### config.mk
export PLATFORM = sky130hd
export DESIGN_NAME = alu_decode_stage
export DESIGN_NICKNAME = d
export VERILOG_FILES = /design/src/rtl/alu_decode_stage.sv
export SDC_FILE = /design/constraint.sdc
export NUM_CORES = 1
export LEC_CHECK = 0
export ABC_AREA = 0
export CAP_MARGIN = 20
export CORE_MARGIN = 1.5
export CORE_UTILIZATION = 37
export CTS_CLUSTER_DIAMETER = 80
export CTS_CLUSTER_SIZE = 10
export DETAILED_ROUTE_END_ITERATION = 12
export MAX_ROUTING_LAYER = met4
export PLACE_DENSITY = 0.76
export SYNTH_ARGS = -nofsm -noshare
export SYNTH_HDL_FRONTEND = slang
export SYNTH_SLANG_ARGS = --single-unit
export TNS_END_PERCENT = 10
### constraint.sdc
create_clock -name clk -period 2.45 [get_ports clk]
set_input_delay 0.49 -clock clk [delete_from_list [all_inputs] [get_ports clk]]
set_output_delay 0.49 -clock clk [all_outputs]
set_load 0.01 [all_outputs]
### src/rtl/alu_decode_stage.sv
// RV32I decode/issue stage: decodes ALU control and operands for the execute-stage ALU
// and holds them in the ID/EX register behind a valid/ready handshake with stall and flush.
module alu_decode_stage #(
  parameter bit CHECK_FUNCT7 = 1'b1
) (
  input  logic        clk,
  input  logic        rst_n,
  input  logic        in_valid,
  output logic        in_ready,
  input  logic [31:0] instr,
  input  logic [31:0] pc,
  input  logic [31:0] rs1_data,
  input  logic [31:0] rs2_data,
  input  logic        flush,
  output logic        out_valid,
  input  logic        out_ready,
  output logic [3:0]  alu_ctrl,
  output logic [31:0] data_A,
  output logic [31:0] data_B,
  output logic [31:0] store_data,
  output logic [4:0]  rd_addr,
  output logic        reg_write,
  output logic        is_load,
  output logic        is_store,
  output logic        is_branch,
  output logic [2:0]  br_funct3,
  output logic        illegal,
  output logic [31:0] pc_out
);
  localparam int unsigned XLEN = 32;

  localparam logic [6:0] OPC_OP     = 7'h33;
  localparam logic [6:0] OPC_OP_IMM = 7'h13;
  localparam logic [6:0] OPC_LUI    = 7'h37;
  localparam logic [6:0] OPC_AUIPC  = 7'h17;
  localparam logic [6:0] OPC_JAL    = 7'h6F;
  localparam logic [6:0] OPC_JALR   = 7'h67;
  localparam logic [6:0] OPC_LOAD   = 7'h03;
  localparam logic [6:0] OPC_STORE  = 7'h23;
  localparam logic [6:0] OPC_BRANCH = 7'h63;

  localparam logic [3:0] ALU_ADD  = 4'd0;
  localparam logic [3:0] ALU_SUB  = 4'd1;
  localparam logic [3:0] ALU_AND  = 4'd2;
  localparam logic [3:0] ALU_OR   = 4'd3;
  localparam logic [3:0] ALU_XOR  = 4'd4;
  localparam logic [3:0] ALU_SLT  = 4'd5;
  localparam logic [3:0] ALU_SLTU = 4'd6;
  localparam logic [3:0] ALU_SLL  = 4'd7;
  localparam logic [3:0] ALU_SRL  = 4'd8;
  localparam logic [3:0] ALU_SRA  = 4'd9;

  logic [6:0]      opcode;
  logic [6:0]      funct7;
  logic [2:0]      funct3;
  logic [XLEN-1:0] imm_i;
  logic [XLEN-1:0] imm_s;
  logic [XLEN-1:0] imm_u;
  logic [XLEN-1:0] shamt;
  logic            funct7_bad;
  logic            accept;
  logic            unused_rs1_idx;
  logic [3:0]      f3_ctrl;
  logic [3:0]      d_ctrl;
  logic [XLEN-1:0] d_a;
  logic [XLEN-1:0] d_b;
  logic            d_we;
  logic            d_ld;
  logic            d_st;
  logic            d_br;
  logic            d_ill;

  assign opcode         = instr[6:0];
  assign funct3         = instr[14:12];
  assign funct7         = instr[31:25];
  assign imm_i          = {{20{instr[31]}}, instr[31:20]};
  assign imm_s          = {{20{instr[31]}}, instr[31:25], instr[11:7]};
  assign imm_u          = {instr[31:12], 12'b0};
  assign shamt          = {27'b0, instr[24:20]};
  assign unused_rs1_idx = ^instr[19:15];
  assign funct7_bad     = CHECK_FUNCT7 && (funct7 != 7'h00) && (funct7 != 7'h20);

  // Base funct3 -> ALU op map shared by OP and OP-IMM; SUB/SRA picked later.
  always_comb begin
    f3_ctrl = ALU_ADD;
    case (funct3)
      3'd0: f3_ctrl = ALU_ADD;
      3'd1: f3_ctrl = ALU_SLL;
      3'd2: f3_ctrl = ALU_SLT;
      3'd3: f3_ctrl = ALU_SLTU;
      3'd4: f3_ctrl = ALU_XOR;
      3'd5: f3_ctrl = ALU_SRL;
      3'd6: f3_ctrl = ALU_OR;
      3'd7: f3_ctrl = ALU_AND;
      default: f3_ctrl = ALU_ADD;
    endcase
  end

  always_comb begin
    d_ctrl = ALU_ADD;
    d_a    = '0;
    d_b    = '0;
    d_we   = 1'b0;
    d_ld   = 1'b0;
    d_st   = 1'b0;
    d_br   = 1'b0;
    d_ill  = 1'b0;
    case (opcode)
      OPC_OP: begin
        d_a    = rs1_data;
        d_b    = rs2_data;
        d_we   = 1'b1;
        d_ctrl = f3_ctrl;
        if (funct7[5] && funct3 == 3'd0) d_ctrl = ALU_SUB;
        if (funct7[5] && funct3 == 3'd5) d_ctrl = ALU_SRA;
        d_ill  = funct7_bad || (funct7[5] && funct3 != 3'd0 && funct3 != 3'd5);
      end
      OPC_OP_IMM: begin
        d_a    = rs1_data;
        d_b    = imm_i;
        d_we   = 1'b1;
        d_ctrl = f3_ctrl;
        if (funct3 == 3'd1 || funct3 == 3'd5) begin
          d_b   = shamt;
          d_ill = funct7_bad || (funct3 == 3'd1 && instr[30]);
          if (funct3 == 3'd5 && instr[30]) d_ctrl = ALU_SRA;
        end
      end
      OPC_LUI: begin
        d_b  = imm_u;
        d_we = 1'b1;
      end
      OPC_AUIPC: begin
        d_a  = pc;
        d_b  = imm_u;
        d_we = 1'b1;
      end
      OPC_JAL, OPC_JALR: begin
        d_a   = pc;
        d_b   = XLEN'(4);
        d_we  = 1'b1;
        d_ill = (opcode == OPC_JALR) && (funct3 != 3'd0);
      end
      OPC_LOAD: begin
        d_a  = rs1_data;
        d_b  = imm_i;
        d_we = 1'b1;
        d_ld = 1'b1;
      end
      OPC_STORE: begin
        d_a  = rs1_data;
        d_b  = imm_s;
        d_st = 1'b1;
      end
      OPC_BRANCH: begin
        d_a  = rs1_data;
        d_b  = rs2_data;
        d_br = 1'b1;
        case (funct3[2:1])
          2'd0:    d_ctrl = ALU_SUB;
          2'd2:    d_ctrl = ALU_SLT;
          2'd3:    d_ctrl = ALU_SLTU;
          default: d_ill  = 1'b1;
        endcase
      end
      default: d_ill = 1'b1;
    endcase
    // Illegal ops still issue so the exception reaches execute, but with no side effects.
    if (d_ill) begin
      d_ctrl = ALU_ADD;
      d_a    = '0;
      d_b    = '0;
      d_we   = 1'b0;
      d_ld   = 1'b0;
      d_st   = 1'b0;
      d_br   = 1'b0;
    end
  end

  assign in_ready = !out_valid || out_ready;
  assign accept   = in_valid && in_ready && !flush;

  always_ff @(posedge clk) begin
    if (!rst_n) begin
      out_valid  <= 1'b0;
      alu_ctrl   <= '0;
      data_A     <= '0;
      data_B     <= '0;
      store_data <= '0;
      rd_addr    <= '0;
      reg_write  <= 1'b0;
      is_load    <= 1'b0;
      is_store   <= 1'b0;
      is_branch  <= 1'b0;
      br_funct3  <= '0;
      illegal    <= 1'b0;
      pc_out     <= '0;
    end else if (flush) begin
      out_valid <= 1'b0;
    end else if (accept) begin
      out_valid  <= 1'b1;
      alu_ctrl   <= d_ctrl;
      data_A     <= d_a;
      data_B     <= d_b;
      store_data <= rs2_data;
      rd_addr    <= d_we ? instr[11:7] : 5'd0;
      reg_write  <= d_we;
      is_load    <= d_ld;
      is_store   <= d_st;
      is_branch  <= d_br;
      br_funct3  <= funct3;
      illegal    <= d_ill;
      pc_out     <= pc;
    end else if (out_ready) begin
      out_valid <= 1'b0;
    end
  end
endmodule
==> out/results.ini <==
[timing]
fin_crit_sh=0.9666
setup_tns_ps=0
setup_viol=0
fmax_mhz=422.3
slew_violations=0
hold_viol=0
slew_headroom=0.7287
final.min_clock_period_ps=2368
setup_ws_ps=81.79
worstMarginPinSlew_ps=406.9
fin_skew_ps=6.919
grt_setup_unrepaired=yes

[detailed_routing]
dr.pass1.iters=7
avgViaCountPerCell=5.083
vias=6247
drcViolationCount=0
drt_wl_total_um=21670
drtAntennaViolNets=0
drtIter0Drc=298
post_drt_wl_per_cell_um=17.63

[floorplan]
start_util=0.3796
coreArea_um2=15890
fp.dieH_um=130.7
die_area_um2=17070
ios=280
dieWidth_um=130.7
rows=46

[clocking]
clk_latency_ps=430
cts_hold_buffers=0
clockBufferDepth=2
htree_levels=4
cts.sinks=146
cts_root_buffer=clkbuf_16
cts_tree=done
numCtsBuffers=17
worst_setup_hold_path_clk_slew_ps=60

[synth]
synth-main-ff-cell=dfxtp_1
synth_seq_cells=146
ys_types=46
yosysWarnings=0
syn_inst=700
async_reset_ff_frac=0
ys_seq_area_frac=0.4846
synth.avg_cell_area_um2=8.615
syn-num-nets=837
synth_edf_count=0
syn_area_um2=6031

[outcome]
status=finished clean

[power_and_ir_drop]
p_leak_nw=3.542
peakVddDrop_v=0.0004588
p_per_area_nw_per_um2=591.7

[global_route]
grt_pass1_wl_um=32420
grt_pass1_vias=5940
grt_use_total=0.2577
gr-total-overflow=0
grt_max_degree=68
antenna_found_initial=0

[final_layout]
final_common_cell=clkdlybuf4s50_1
antenna_cells=0
final_layout_size_suffix_gt1_frac=0.1185
layout_common_cells=clkdlybuf4s50_1, nand2_1, dfxtp_1
nets=1138
fin_cells=1229
regArea_um2=2923
fin_area_um2=10070
fillerInstances=1376
multi_input_area_um2=2905
syn2layout_area_growth_pct=66.99

[place]
post-dp-hpwl_um=15620
dpl-instance-area_um2=9417
port_buffers=279
dp_slack_ps=-554.8
dp.cells=1198
place_congestion=0.8445

[critical_path]
required_ps=2800
crit_path_end_kind=flip-flop
start_kind=primary input
path_max_fanout=15
path_class=primary input to flip-flop
crit_arrival_ps=2720

[min_path]
hold_class=flip-flop to flip-flop

[job]
cap_violations=0

per-stage QoR:
| stage | hold WS [ps] | power (mW) | util |
|---|---|---|---|
| 4_1_cts | 453.5 | 6.003 | 0.6326 |
| 3_3_place_gp | 432.3 | 3.219 | 0.5928 |
| 2_1_floorplan | 478.0 | 2.736 | - |
| 3_5_place_dp | 439.8 | 3.223 | 0.5928 |
| 6_report | 449.2 | 5.959 | 0.6340 |
| 5_1_grt | 469.9 | 6.160 | 0.6340 |
layout make-up:
cell class	instances	area share
Multi-Input combinational cell	494	0.2885
Inverter	4	0.001491
Sequential cell	146	0.2902
Clock buffer	21	0.04671
Tap cell	216	0.02684
Clock inverter	10	0.01553
Timing Repair Buffer	338	0.3307
layer usage:
layer | vias up | GRT usage | part of all wire
met5 | - | - | 0
li1 | 3063 | - | -
met1 | 2910 | 0.3116 | 0.43
met4 | 0 | 0.1125 | 0.032
met3 | 50 | 0.06107 | 0.068
met2 | 224 | 0.4108 | 0.47
repair_timing:
action,CTS,global route
gates resized for setup,4,10
setup buffers,0,0
pin swaps,1,2
setup endpoints to repair,52,60
power by group:
group	switching (mW)	internal [mW]	leakage, nW	total [mW]
Combinational	0.321	0.405	2.05	0.726
Clock	1.00	1.77	0.309	2.78
Sequential	0.0258	2.43	1.18	2.45
Total	1.35	4.61	3.54	5.96
flip-flops by register name, indices dropped and copies added (netlist names), 3 cells and up:
register and cells:
alu_ctrl 4, br_funct3 3, data_A 32, data_B 32, pc_out 32, rd_addr 5
store_data 32
worst max-delay path, stage by stage:
cell	delay, ps
clkdlybuf4s50_1	420
or4_4	580
a2111oi_2	220
o21ai_1	130
or3_4	460
buf_4	220
o21ai_0	180
final timing paths:
path | cells past startpoint | slack (ps) | to | from
worst min-delay path | 2 | 450 | data_A[22]$_SDFFE_PN0P_ | data_A[22]$_SDFFE_PN0P_
worst max register to register | 7 | 520 | data_B[20]$_SDFFE_PN0P_ | out_valid$_SDFFE_PP0P_
worst max-delay path | 7 | 80 | data_B[20]$_SDFFE_PN0P_ | instr[25]
worst min register to register | 2 | 450 | data_A[22]$_SDFFE_PN0P_ | data_A[22]$_SDFFE_PN0P_
synthesized netlist by cell type, types with 2 or more instances:
| library cell | count | share of area |
|---|---|---|
| a21boi_0 | 68 | 0.085 |
| a21oi_1 | 4 | 0.0033 |
| a221oi_1 | 20 | 0.029 |
| a22o_1 | 12 | 0.017 |
| a22oi_1 | 43 | 0.054 |
| and2_1 | 5 | 0.0052 |
| and3b_1 | 3 | 0.0044 |
| buf_1 | 2 | 0.0012 |
| buf_2 | 2 | 0.0017 |
| buf_6 | 3 | 0.0056 |
| clkbuf_1 | 49 | 0.030 |
| dfxtp_1 | 146 | 0.48 |
| ha_1 | 4 | 0.0083 |
| inv_1 | 4 | 0.0025 |
| mux2i_1 | 2 | 0.0033 |
| nand2_1 | 205 | 0.13 |
| nand2b_1 | 4 | 0.0041 |
| nand3_1 | 4 | 0.0033 |
| nand3b_1 | 5 | 0.0062 |
| nor2_1 | 6 | 0.0037 |
| nor2b_1 | 6 | 0.0062 |
| nor3_1 | 2 | 0.0017 |
| nor3b_1 | 3 | 0.0037 |
| nor4bb_1 | 2 | 0.0033 |
| o2111ai_1 | 2 | 0.0029 |
| o21ai_0 | 52 | 0.043 |
| o21ai_1 | 2 | 0.0017 |
| o21ai_2 | 20 | 0.029 |
| o22ai_1 | 2 | 0.0021 |
| o31ai_1 | 2 | 0.0025 |
logic make-up (layout without fill, tap and decap cells):
kind of cell             count (synthesis)  after routing  synth area share
buffers and inverters                   60            373           0.04149
adder cells (fa/ha/maj)                  4              4          0.008299
AO/OA/AOI/OAI                          236            236            0.2826
flip-flops                             146            146            0.4846
multiplexers                             2              2          0.003320
AND/OR/NAND/NOR                        252            252            0.1797
Power figures use the tool's default switching activity.
